### config.mk
export PLATFORM = sky130hd
export DESIGN_NAME = ad7528_serial_writer
export DESIGN_NICKNAME = d
export VERILOG_FILES = /design/src/rtl/ad7528_serial_writer.sv
export SDC_FILE = /design/constraint.sdc
export NUM_CORES = 1
export LEC_CHECK = 0
export CAP_MARGIN = 5
export CORE_ASPECT_RATIO = 1.25
export CORE_MARGIN = 3
export CORE_UTILIZATION = 58
export CTS_BUF_LIST = sky130_fd_sc_hd__clkbuf_8
export DETAILED_ROUTE_END_ITERATION = 6
export GPL_TIMING_DRIVEN = 0
export PLACE_DENSITY = 0.84
export SYNTH_ARGS = -nofsm -noshare
export SYNTH_HDL_FRONTEND = slang
export SYNTH_SLANG_ARGS = --single-unit
### constraint.sdc
create_clock -name clk30 -period 2.3 [get_ports clk30]
set_input_delay 0.23 -clock clk30 [delete_from_list [all_inputs] [get_ports clk30]]
set_output_delay 0.23 -clock clk30 [all_outputs]
set_load 0.01 [all_outputs]
### src/rtl/ad7528_serial_writer.sv
// ad7528_serial_writer: serializes {chan, value[7:0]} MSB first onto the AD7528 serial DAC bus.
// Define AD7528_WRITER_QUEUE_EN to let a request wait in a one-entry holding register for back-to-back frames.
module ad7528_serial_writer #(
    parameter int CLK_DIV = 15
) (
    input  logic       clk30,
    input  logic       reset,
    input  logic       req_valid,
    output logic       req_ready,
    input  logic       req_dac,
    input  logic       req_chan,
    input  logic [7:0] req_value,
    output logic       busy,
    output logic       done,
    output logic       datadac,
    output logic       clkdac,
    output logic       csdac1n,
    output logic       csdac2n
);
    localparam logic [1:0] IDLE       = 2'd0;
    localparam logic [1:0] SHIFT_LOW  = 2'd1;
    localparam logic [1:0] SHIFT_HIGH = 2'd2;
    localparam logic [1:0] DESELECT   = 2'd3;
    localparam logic [7:0] RELOAD     = 8'(CLK_DIV - 1);
    logic [1:0] state, state_n;
    logic [7:0] phase, phase_n;
    logic [3:0] bit_cnt, bit_cnt_n;
    logic [8:0] shreg, shreg_n, hold_frame;
    logic       dac_sel, dac_sel_n, hold_dac, hold_full;
    logic       done_n, accept, launch, tick, active_n;
    // The holding register also serves as the one-cycle pending slot between acceptance and chip select.
`ifdef AD7528_WRITER_QUEUE_EN
    assign req_ready = !hold_full;
`else
    assign req_ready = (state == IDLE) && !busy && !hold_full;
`endif
    assign accept   = req_valid && req_ready;
    assign tick     = phase == 8'd0;
    assign launch   = hold_full && (state == IDLE || (state == DESELECT && tick));
    assign active_n = state_n == SHIFT_LOW || state_n == SHIFT_HIGH;
    always_comb begin
        state_n   = state;
        phase_n   = (state == IDLE) ? phase : (tick ? RELOAD : phase - 8'd1);
        bit_cnt_n = bit_cnt;
        shreg_n   = shreg;
        dac_sel_n = dac_sel;
        done_n    = 1'b0;
        case (state)
            SHIFT_LOW:  if (tick) state_n = SHIFT_HIGH;
            SHIFT_HIGH: if (tick) begin
                state_n   = (bit_cnt == 4'd8) ? DESELECT : SHIFT_LOW;
                bit_cnt_n = bit_cnt + 4'd1;
                shreg_n   = {shreg[7:0], 1'b0};
            end
            DESELECT:   if (tick) begin
                state_n = IDLE;
                done_n  = 1'b1;
            end
            default:    state_n = state;
        endcase
        if (launch) begin
            state_n   = SHIFT_LOW;
            phase_n   = RELOAD;
            bit_cnt_n = 4'd0;
            shreg_n   = hold_frame;
            dac_sel_n = hold_dac;
        end
    end
    always_ff @(posedge clk30 or posedge reset) begin
        if (reset) begin
            state      <= IDLE;
            phase      <= 8'd0;
            bit_cnt    <= 4'd0;
            shreg      <= 9'd0;
            dac_sel    <= 1'b0;
            hold_full  <= 1'b0;
            hold_frame <= 9'd0;
            hold_dac   <= 1'b0;
            datadac    <= 1'b0;
            clkdac     <= 1'b0;
            csdac1n    <= 1'b1;
            csdac2n    <= 1'b1;
            busy       <= 1'b0;
            done       <= 1'b0;
        end else begin
            state   <= state_n;
            phase   <= phase_n;
            bit_cnt <= bit_cnt_n;
            shreg   <= shreg_n;
            dac_sel <= dac_sel_n;
            datadac <= active_n && shreg_n[8];
            clkdac  <= state_n == SHIFT_HIGH;
            csdac1n <= !(active_n && !dac_sel_n);
            csdac2n <= !(active_n && dac_sel_n);
            busy    <= (state_n != IDLE) || done_n;
            done    <= done_n;
            if (launch) begin
                hold_full <= 1'b0;
            end else if (accept) begin
                hold_full  <= 1'b1;
                hold_frame <= {req_chan, req_value};
                hold_dac   <= req_dac;
            end
        end
    end
endmodule

==> impl_results.md, run 1 <==
- Status: finished clean
- Clock slew at reported path FFs: about 0.080 ns
- Area after DPL: 2210 um^2
- Clk_lat worst skew: ~0.30 ns
- Post-detail-place hpwl: 2850 um
- Grt total ovfl: 0
- Die Area: ~4100 um^2
- Die Span X: roughly 58 um
- DRC Markers: 0
- Library cells used by synthesis: between 40 and 50
- Antenna Violating Nets Remaining: 0
- Placed Instances: approximately 230
- Mapped Cells: between 150 and 200
- R2R depth: 7
- H-tree Lvls: 2
- Wirelength per Cell: about 17 um
- Root buf cell: clkbuf_8
- Leakage: roughly 1.1 nW
- Post-synth top flop: dfrtp_1
- Fin cells: between 200 and 250
- Finished Core Util: 0.751
- Required time worst endpoint: approximately 2.1 ns
- Most common cell after layout, fill and taps aside: dfrtp_1
- Seq/Total Area, Yosys: 0.521
- Max Clock Skew: around 0.0066 ns
- CP endpoint kind: output port
- Ant diodes: 0
- First-pass GRT wire length: ~7000 um
- CTS Buf Count: 5
- Crit path cell chain: buf_2 -> or3_1 -> nor2_2 -> clkdlybuf4s50_1
- Maximum clock frequency: 450 MHz
- Initial antenna violation count: 0
- Reg2reg setup slack: around 0.09 ns
- DP Worst Slack: -0.194 ns
- Critical path type: reg2out
- Worst vdd ir: around 0.47 mV
- Clk buf depth: 2
- Site row count: 23
- Final Slew Violations: 0
- Hold-fix buffers at CTS: 0
- Final Hold Viols: 0
- Post-route cell area: between 2000 and 2500 um^2
- Largest net degree at the start of global routing: between 40 and 50
- DRT iter0 DRCs: 84
- Post-synthesis instance area: between 1500 and 2000 um^2
- Measured slew at the worst slew-check pin: between 0.8 and 0.9 ns
- Total power: ~1.3 mW
- Total negative slack: 0 ns
- Top Ports: 20
- Total global-route track usage: 0.223
- Total routed wirelength: 4150 um
- Final min period: ~2.2 ns
- CTS Sinks: 41
- Final RePlAce weighted congestion: about 0.84
- Final hold slack: 0.405 ns
- Most frequent cells in the layout: 38 x dfrtp_1, 19 x clkdlybuf4s50_1, 12 x nand2_1, 11 x o21ai_0, 9 x mux2_1
- R2R Path End: csdac1n$_DFF_PP1_
- EDFF count, synth: 0
- PortBufs: 19
- Worst reg2reg startpoint: phase[0]$_DFFE_PP0P_
- Pre-antenna DRT Iters: 4
- WP data arrival: between 1.5 and 2 ns
- Synthesized Nets: 195
- Initial core utilization: 0.613
- Final worst slack: slightly below 0.08 ns
- Ys Warns: 0
- Post-synthesis register bit count: around 40
- Power density cells: roughly 550 nW/um^2
- Ys async rst share: 1.00
- Syn_area_per_cell: ~11 um^2
- Max_slew headroom: 0.453
- Final Cycle Share: 0.965
- Vias in the first global route: ~1600
- Worst Hold Class: in2async
- Via Count: about 1500
- CP max stage cell: clkdlybuf4s50_1
- Layout cell share with drive strength beyond 1: 0.190
- Die height: between 70 and 80 um
- CTS tree: yes
- Avg Vias per Cell: 6.02
- Final net count: 228
- Max Cap Violations: 0
- Element type at the critical path start: flop
- Setup violations, final: 0
- Core Area: 3220 um^2
- CP Max Fanout: 10
- Critical path's largest stage delay: between 0.5 and 0.6 ns
- Layout area overhead: 22.6%
## worst max-delay path: cells and delay by family, from the launching register on
kind,cells,cell delay [ns]
buffers and inverters,2,0.73
and+or+nand+nor,2,0.58
DFF,1,0.38
## routing by layer
layer / GRT usage / share of wire
met4: 0.108 / 0.030
met3: 0.0541 / 0.039
met1: 0.259 / 0.38
met2: 0.382 / 0.55
met5: 0 / 0
## worst max path at each step
| stage | startpoint | end | slack (ns) | cells after the start |
|---|---|---|---|---|
| after floorplan | phase[0]$_DFFE_PP0P_ | csdac1n$_DFF_PP1_ | 0.14 | 7 |
| after global placement | phase[0]$_DFFE_PP0P_ | csdac1n$_DFF_PP1_ | -0.16 | 7 |
| after detailed placement | phase[0]$_DFFE_PP0P_ | csdac1n$_DFF_PP1_ | -0.19 | 7 |
| after CTS | phase[0]$_DFFE_PP0P_ | csdac1n$_DFF_PP1_ | 0.05 | 7 |
| after global routing | phase[0]$_DFFE_PP0P_ | csdac1n$_DFF_PP1_ | -0.03 | 8 |
| final | state[1]$_DFF_PP0_ | req_ready | 0.08 | 4 |
## final cells by class
| cell class | instances | area (um^2) |
|---|---|---|
| Clock inverter | 3 | 46.3 |
| Clock buffer | 5 | 68.8 |
| Buffer | 6 | 33.8 |
| Inverter | 8 | 30.0 |
| Timing Repair Buffer | 26 | 243 |
| Sequential cell | 41 | 1030 |
| Fill cell | 226 | 802 |
| Multi-Input combinational cell | 122 | 923 |
| Tap cell | 37 | 46.3 |
## cell usage after synthesis (2+ instances only)
cell      instances  area [um^2]
a221o_1           7         70.1
mux2_2            2         22.5
ha_1              5         62.6
nor3_1            2         10.0
nor4_1            2         12.5
o21ai_1           4         20.0
or3_1             2         12.5
buf_2             3         15.0
nand2b_1          3         18.8
and2_1            8         50.1
clkbuf_1          2         7.51
and3_1            4         25.0
nor2_1            9         33.8
nand2_1          13         48.8
mux2_1            9          101
xor2_1            3         26.3
inv_1             8         30.0
dfrtp_1          39          976
a22o_1            2         17.5
o21ai_0          11         55.1
nand3_1           6         30.0
dfstp_2           2         52.6
a21oi_1           5         25.0
nand4_1           2         12.5
nor4bb_1          2         20.0
xnor2_1           3         26.3
## state kept, by name, summed over array words and instances, names as in the netlist, 2 cells and up
name,count
hold_frame,9
bit_cnt,4
state,2
phase,8
shreg,9
## kinds of logic (layout without fill, tap and decap cells)
kind of cell,count (synthesis),after routing,synth area share
buffers and inverters,14,48,0.0323
and+or+nand+nor,64,64,0.194
DFF,41,41,0.521
adders and majority gates,5,5,0.0317
muxes,11,11,0.0627
AOI/OAI and AO/OA,36,36,0.132
xor gates and xnor gates,6,6,0.0266
## what timing repair did
action	CTS	global route
setup buffers	3	4
pin swaps	1	1
resized for setup	5	5
setup endpoints to repair	3	2
## report_power, final
part	total, mW	switching, mW	internal, mW
combinational	0.0333	0.0155	0.0178
sequential	0.720	0	0.720
clock	0.584	0.259	0.325
total	1.34	0.275	1.06
Note: power is estimated with default switching activity, not from simulation.
==> run 2, diff against run 1 <==
--- a/config.mk
+++ b/config.mk
@@ -6,13 +6,15 @@
 export NUM_CORES = 1
 export LEC_CHECK = 0
 export CAP_MARGIN = 5
+export CELL_PAD_IN_SITES_DETAIL_PLACEMENT = 1
+export CELL_PAD_IN_SITES_GLOBAL_PLACEMENT = 1
 export CORE_ASPECT_RATIO = 1.25
 export CORE_MARGIN = 3
-export CORE_UTILIZATION = 58
+export CORE_UTILIZATION = 47
 export CTS_BUF_LIST = sky130_fd_sc_hd__clkbuf_8
 export DETAILED_ROUTE_END_ITERATION = 6
-export GPL_TIMING_DRIVEN = 0
-export PLACE_DENSITY = 0.84
+export GPL_TIMING_DRIVEN = 1
+export PLACE_DENSITY = 0.85
 export SYNTH_ARGS = -nofsm -noshare
 export SYNTH_HDL_FRONTEND = slang
 export SYNTH_SLANG_ARGS = --single-unit
==> impl_results.md, run 2 (synthesized netlist as in run 1, its figures left out) <==
- WP data arrival: 2.46 ns (was 1.99 ns)
- Core Area: 3910 um^2 (was 3220 um^2)
- Most frequent cells in the layout: 38 x dfrtp_1, 19 x clkdlybuf4s50_1, 14 x buf_4, 13 x nand2_1, 11 x o21ai_0 (was 38 x dfrtp_1, 19 x clkdlybuf4s50_1, 12 x nand2_1, 11 x o21ai_0, 9 x mux2_1)
- CTS Sinks: 41 (unchanged)
- Max_slew headroom: 0.653 (was 0.453)
- CTS Buf Count: 5 (unchanged)
- Vias in the first global route: 1627 (was 1571)
- Total routed wirelength: 5000 um (was 4150 um)
- Final RePlAce weighted congestion: 0.887 (was 0.844)
- Avg Vias per Cell: 5.68 (was 6.02)
- Max Cap Violations: 0 (unchanged)
- Maximum clock frequency: 448 MHz (was 450 MHz)
- Worst Hold Class: in2async (unchanged)
- Total global-route track usage: 0.214 (was 0.223)
- Power density cells: 554 nW/um^2 (was 552 nW/um^2)
- Die Span X: 64.0 um (was 58.2 um)
- Antenna Violating Nets Remaining: 0 (unchanged)
- H-tree Lvls: 2 (unchanged)
- Die Area: 5020 um^2 (was 4140 um^2)
- Critical path type: reg2reg (was reg2out)
- Clk_lat worst skew: 0.30 ns (about the same)
- Max Clock Skew: 0.0101 ns (was 0.00655 ns)
- Site row count: 25 (was 23)
- Final min period: 2.23 ns (was 2.22 ns)
- CP Max Fanout: 5 (was 10)
- DRC Markers: 0 (unchanged)
- CP endpoint kind: flop (was output port)
- Final Hold Viols: 0 (unchanged)
- Layout area overhead: 23.1% (was 22.6%)
- Wirelength per Cell: 18.8 um (was 16.8 um)
- Biggest regs: hold_frame: 9 flops, shreg: 9 flops, phase: 8 flops (unchanged)
- Setup violations, final: 0 (unchanged)
- Root buf cell: clkbuf_8 (unchanged)
- Top Ports: 20 (unchanged)
- Most common cell after layout, fill and taps aside: dfrtp_1 (unchanged)
- Initial antenna violation count: 0 (unchanged)
- Total power: 1.35 mW (was 1.34 mW)
- Clock slew at reported path FFs: 0.09 ns (was 0.08 ns)
- Final net count: 229 (was 228)
- Via Count: 1510 (was 1492)
- Pre-antenna DRT Iters: 4 (unchanged)
- Clk buf depth: 2 (unchanged)
- Status: finished clean (unchanged)
- Ant diodes: 0 (unchanged)
- Measured slew at the worst slew-check pin: 0.521 ns (was 0.819 ns)
- Hold-fix buffers at CTS: 0 (unchanged)
- PortBufs: 19 (unchanged)
- Final Slew Violations: 0 (unchanged)
- First-pass GRT wire length: 8090 um (was 7020 um)
- Element type at the critical path start: flop (unchanged)
- CTS tree: yes (unchanged)
- Die height: 78.5 um (was 71.2 um)
- Grt total ovfl: 0 (unchanged)
- Worst vdd ir: 0.399 mV (was 0.468 mV)
- Leakage: 1.11 nW (was 1.09 nW)
- Final hold slack: 0.349 ns (was 0.405 ns)
- Initial core utilization: 0.505 (was 0.613)
- Largest net degree at the start of global routing: 42 (unchanged)
- DRT iter0 DRCs: 62 (was 84)
- Final Cycle Share: 0.970 (was 0.965)
- Layout cell share with drive strength beyond 1: 0.175 (was 0.190)
- Post-detail-place hpwl: 3570 um (was 2850 um)
- Required time worst endpoint: 2.53 ns (was 2.07 ns)
==> run 2: changes by cell type in the layout (fill, tap and decap cells not counted), sizes merged <==
cell | previous run | this run
clkbuf | 7 | 5
buf | 11 | 14
==> run 2: final timing paths <==
kind | from | endpoint | slack, ns | depth (start not counted)
min in group clk30 | hold_frame[5]$_DFFE_PP0P_ | hold_frame[5]$_DFFE_PP0P_ | 0.50 | 1
min reg2reg | hold_frame[5]$_DFFE_PP0P_ | hold_frame[5]$_DFFE_PP0P_ | 0.50 | 1
max in group asynchronous | reset | state[0]$_DFF_PP0_ | 1.57 | 3
min | reset | shreg[3]$_DFFE_PP0P_ | 0.35 | 3
max | phase[1]$_DFFE_PP0P_ | csdac1n$_DFF_PP1_ | 0.07 | 7
max reg2reg | phase[1]$_DFFE_PP0P_ | csdac1n$_DFF_PP1_ | 0.07 | 7
==> run 2: area by class of cell <==
cell class,count,area (um^2)
Sequential cell,41,1030
Tap cell,54,67.6
Clock buffer,5,68.8
Fill cell,427,1480
Timing Repair Buffer,33,295
Clock inverter,3,46.3
Multi-Input combinational cell,122,892
Inverter,8,30.0
==> run 2: worst max-delay path, stage by stage (launching register included) <==
cell	delay, ns
dfrtp_1	0.44
inv_1	0.09
ha_1	0.21
nor4bb_1	0.40
nand3_2	0.15
and3_1	0.20
ha_1	0.31
or3b_1	0.35
==> run 2: per-layer routing <==
metal	track usage	part of all wire	wire, um
met1	0.231	0.39	1930
met5	0	0	0
met2	0.399	0.57	2830
met3	0.0443	0.022	112
met4	0.0842	0.023	116
==> run 2: through the flow <==
| step | setup TNS (ns) | util | std cells | area [um^2] | worst slack [ns] |
|---|---|---|---|---|---|
| 3_3_place_gp | 0 | 0.583 | 255 | 2280 | 0.168 |
| 6_report | 0 | 0.621 | 266 | 2430 | 0.0700 |
| 5_1_grt | -0.0628 | 0.621 | 266 | 2430 | -0.0609 |
| 4_1_cts | 0 | 0.613 | 263 | 2400 | 0.00513 |
| 2_1_floorplan | 0 | - | 177 | 1970 | 0.143 |
| 3_5_place_dp | 0 | 0.583 | 255 | 2280 | 0.0794 |
==> run 2: timing repair <==
| action | 4_1_cts | 5_1_grt |
|---|---|---|
| gates resized for setup | 0 | 3 |
| buffers inserted | 0 | 3 |
| setup endpoints to repair | 0 | 2 |
==> run 2: power breakdown <==
part           switching, mW  total, mW  internal [mW]
clock network          0.267      0.591          0.325
registers                  0      0.720          0.720
logic                 0.0160     0.0349         0.0189
total                  0.283       1.35           1.06
==> run 3, diff against run 2 <==
--- a/config.mk
+++ b/config.mk
@@ -5,16 +5,17 @@
 export SDC_FILE = /design/constraint.sdc
 export NUM_CORES = 1
 export LEC_CHECK = 0
+export ABC_AREA = 1
 export CAP_MARGIN = 5
 export CELL_PAD_IN_SITES_DETAIL_PLACEMENT = 1
 export CELL_PAD_IN_SITES_GLOBAL_PLACEMENT = 1
 export CORE_ASPECT_RATIO = 1.25
 export CORE_MARGIN = 3
-export CORE_UTILIZATION = 47
+export CORE_UTILIZATION = 30
 export CTS_BUF_LIST = sky130_fd_sc_hd__clkbuf_8
 export DETAILED_ROUTE_END_ITERATION = 6
 export GPL_TIMING_DRIVEN = 1
-export PLACE_DENSITY = 0.85
+export PLACE_DENSITY = 0.61
 export SYNTH_ARGS = -nofsm -noshare
 export SYNTH_HDL_FRONTEND = slang
 export SYNTH_SLANG_ARGS = --single-unit
==> impl_results.md, run 3 <==
- Status: finished clean (unchanged)
- Ant diodes: 0 (unchanged)
- Top Ports: 20 (unchanged)
- Final Hold Viols: 0 (unchanged)
- CP Max Fanout: 11 (was 5)
- Largest net degree at the start of global routing: 42 (unchanged)
- CTS tree: yes (unchanged)
- Placed Instances: 323 (was 255)
- Library cells used by synthesis: 29 (was 45)
- Die Area: 7740 um^2 (was 5020 um^2)
- Required time worst endpoint: 2.07 ns (was 2.53 ns)
- Crit path buf inv count: 2 (was 1)
- Die Span X: 79.3 um (was 64.0 um)
- CP max stage cell: clkdlybuf4s50_1 (was dfrtp_1)
- Power density cells: 592 nW/um^2 (was 554 nW/um^2)
- Total power: 1.44 mW (was 1.35 mW)
- Most common cell after layout, fill and taps aside: inv_1 (was dfrtp_1)
- Site row count: 32 (was 25)
- Post-route cell area: 2430 um^2 (about the same)
- H-tree Lvls: 2 (unchanged)
- Initial antenna violation count: 0 (unchanged)
- Element type at the critical path start: flop (unchanged)
- Mapped Cells: 221 (was 177)
- RSZ-0062 raised after global routing: false
- Family with the most delay on the worst path: buffers and inverters (was simple AND/OR/NAND/NOR gates)
- DRT iter0 DRCs: 46 (was 62)
- Max Cap Violations: 0 (unchanged)
- Total routed wirelength: 4100 um (was 5000 um)
- GR Util met2: 0.200 (was 0.399)
- DRC Markers: 0 (unchanged)
- Measured slew at the worst slew-check pin: 0.531 ns (was 0.521 ns)
- Final Slew Violations: 0 (unchanged)
- Die height: 97.6 um (was 78.5 um)
- Total negative slack: 0 ns (unchanged)
- Hold-fix buffers at CTS: 0 (unchanged)
- Core Area: 6330 um^2 (was 3910 um^2)
- Pre-antenna DRT Iters: 3 (was 4)
- Area after DPL: 2280 um^2 (about the same)
- Post-detail-place hpwl: 3010 um (was 3570 um)
- Yosys top cell area share: 0.484 (was 0.494)
- GR Util met1: 0.149 (was 0.231)
- Seq/Total Area, Yosys: 0.510 (was 0.521)
- Syn_area_per_cell: 9.12 um^2 (was 11.2 um^2)
- Most frequent cells in the layout: 42 x inv_1, 39 x nand2_1, 39 x dfrtp_1, 19 x clkdlybuf4s50_1, 18 x nand3_1 (was 38 x dfrtp_1, 19 x clkdlybuf4s50_1, 14 x buf_4, 13 x nand2_1, 11 x o21ai_0)
- Final RePlAce weighted congestion: 0.758 (was 0.887)
- Critical path's largest stage delay: 0.55 ns (was 0.44 ns)
- Antenna Violating Nets Remaining: 0 (unchanged)
- Wirelength per Cell: 12.3 um (was 18.8 um)
- CP endpoint kind: output port (was flop)
- Layout cell share with drive strength beyond 1: 0.153 (was 0.175)
- Worst setup path end: req_ready (was csdac1n$_DFF_PP1_)
- Final Cycle Share: 0.917 (was 0.970)
- Via Count: 1496 (was 1510)
- Worst Setup SP: hold_full$_DFFE_PP0P_ (was phase[1]$_DFFE_PP0P_)
- Post-synthesis instance area: 2020 um^2 (was 1970 um^2)
- Worst Hold Class: in2async (unchanged)
- Max Clock Skew: 0.00305 ns (was 0.0101 ns)
- Clk buf depth: 2 (unchanged)
- Worst reg2reg startpoint: phase[0]$_DFFE_PP0P_ (was phase[1]$_DFFE_PP0P_)
- Worst vdd ir: 0.285 mV (was 0.399 mV)
- Synthesized Nets: 239 (was 195)
- Post-synth top cells: 42 x inv_1, 39 x dfrtp_1, 39 x nand2_1, 18 x nand3_1, 15 x nor2_1 (was 39 x dfrtp_1, 13 x nand2_1, 11 x o21ai_0, 9 x mux2_1, 9 x nor2_1)
- WP data arrival: 1.88 ns (was 2.46 ns)
- Reg2reg setup slack: 0.25 ns (was 0.07 ns)
- Ys async rst share: 1.00 (unchanged)
- Total global-route track usage: 0.118 (was 0.214)
- Leakage: 1.22 nW (was 1.11 nW)
- Root buf cell: clkbuf_8 (unchanged)
- Crit path cell chain: inv_1 -> nand2_2 -> nor2_4 -> clkdlybuf4s50_1 (was inv_1 -> ha_1 -> nor4bb_1 -> nand3_2 -> and3_1 -> ha_1 -> or3b_1)
- Layout area overhead: 20.6% (was 23.1%)
- Avg Vias per Cell: 4.49 (was 5.68)
- Clock slew at reported path FFs: 0.08 ns (was 0.09 ns)
- Levels on crit path: 4 (was 7)
- Met3 usage: 0.0223 (was 0.0443)
- Initial core utilization: 0.319 (was 0.505)
- PortBufs: 19 (unchanged)
- Post-synthesis register bit count: 41 (unchanged)
- Final net count: 265 (was 229)
- Maximum clock frequency: 474 MHz (was 448 MHz)
- Synth area leader: dfrtp_1 (unchanged)
- CTS Buf Count: 5 (unchanged)
- Ys Warns: 0 (unchanged)
- Clk_lat worst skew: 0.29 ns (was 0.30 ns)
- R2R depth: 12 (was 7)
- Grt total ovfl: 0 (unchanged)
- Fin cells: 333 (was 266)
- Max_slew headroom: 0.642 (was 0.653)
- CTS Sinks: 41 (unchanged)
- EDFF count, synth: 0 (unchanged)
- First-pass GRT wire length: 7290 um (was 8090 um)
- Final min period: 2.11 ns (was 2.23 ns)
- Critical path type: reg2out (was reg2reg)
- R2R Path End: datadac$_DFF_PP0_ (was csdac1n$_DFF_PP1_)
- Biggest regs: hold_frame: 9 flops, shreg: 9 flops, phase: 8 flops (unchanged)
- Setup violations, final: 0 (unchanged)
- Most frequent cell after synthesis: inv_1 (was dfrtp_1)
- DP Worst Slack: 0.208 ns (was 0.0794 ns)
- Post-synth top flop: dfrtp_1 (unchanged)
- Area contributors post-synth: dfrtp_1 48%, inv_1 7.8%, nand2_1 7.3% (was dfrtp_1 49%, mux2_1 5.1%, a221o_1 3.5%)
- Vias in the first global route: 1558 (was 1627)
- Global route hottest layer: met2 (unchanged)
- Final worst slack: 0.191 ns (was 0.0700 ns)
## run 3: cell count changes after synthesis, sizes merged, moves of 3 or more
cell | before | now
a221o | 7 | 0
inv | 8 | 43
and2 | 8 | 0
nor2 | 10 | 20
and3 | 4 | 0
mux2 | 11 | 7
nand3 | 7 | 21
xnor2 | 3 | 0
nand2b | 3 | 0
nand2 | 13 | 44
nor4 | 3 | 0
## run 3: kinds of logic (layout without fill, tap and decap cells)
family | Yosys count | in the layout | share of synthesized area
muxes | 7 | 7 | 0.0447
AOI/OAI and AO/OA | 27 | 27 | 0.0732
adders and majority gates | 5 | 5 | 0.0310
buffers and inverters | 48 | 75 | 0.106
DFF | 41 | 41 | 0.510
and+or+nand+nor | 90 | 90 | 0.222
xor gates and xnor gates | 3 | 3 | 0.0130
## run 3: final cells by class
cell class | instances | area, um^2
fillers | 768 | 3890
flip-flops and latches | 41 | 1030
multi-input cells | 132 | 773
repair buffers | 24 | 228
inverters | 43 | 161
well taps | 85 | 106
clock buffers | 5 | 68.8
clock inverters | 3 | 65.1
## run 3: worst min-delay path by stage
stage | from | to | slack, ns | depth (start not counted)
floorplan | req_value[1] | hold_frame[1]$_DFFE_PP0P_ | 0.38 | 1
global placement | shreg[5]$_DFFE_PP0P_ | shreg[5]$_DFFE_PP0P_ | 0.46 | 2
detailed placement | shreg[6]$_DFFE_PP0P_ | shreg[6]$_DFFE_PP0P_ | 0.47 | 2
CTS | reset | hold_frame[2]$_DFFE_PP0P_ | 0.39 | 3
global route | reset | hold_frame[3]$_DFFE_PP0P_ | 0.42 | 3
finish | reset | hold_frame[0]$_DFFE_PP0P_ | 0.36 | 3
## run 3: repair_timing
item,CTS,global route
setup buffers,0,2
setup endpoints to repair,0,2
resized for setup,0,0
## run 3: where the power goes
group	switching, mW	internal, mW
Clock	0.252	0.431
Sequential	0	0.720
Combinational	0.0168	0.0190
Total	0.269	1.17
## run 3: worst reg2reg max path, delay by kind of cell, from the launching register on
| family | cells | cell delay [ns] |
|---|---|---|
| simple gates | 7 | 0.76 |
| fa+ha+maj | 2 | 0.59 |
| flops | 1 | 0.36 |
| buf+inv | 2 | 0.16 |
| compound gates | 1 | 0.08 |
## run 3: stage by stage
| stage | utilization | hold WS (ns) |
|---|---|---|
| 5_1_grt | 0.384 | 0.421 |
| 2_1_floorplan | - | 0.379 |
| 3_3_place_gp | 0.361 | 0.463 |
| 3_5_place_dp | 0.361 | 0.465 |
| 6_report | 0.384 | 0.359 |
| 4_1_cts | 0.382 | 0.388 |
## run 3: layer usage
| metal | routed length (um) | part of all wire | vias up |
|---|---|---|---|
| li1 | - | - | 745 |
| met1 | 1770 | 0.43 | 729 |
| met2 | 2160 | 0.53 | 15 |
| met3 | 99 | 0.024 | 7 |
| met4 | 65 | 0.016 | 0 |
| met5 | 0 | 0 | - |
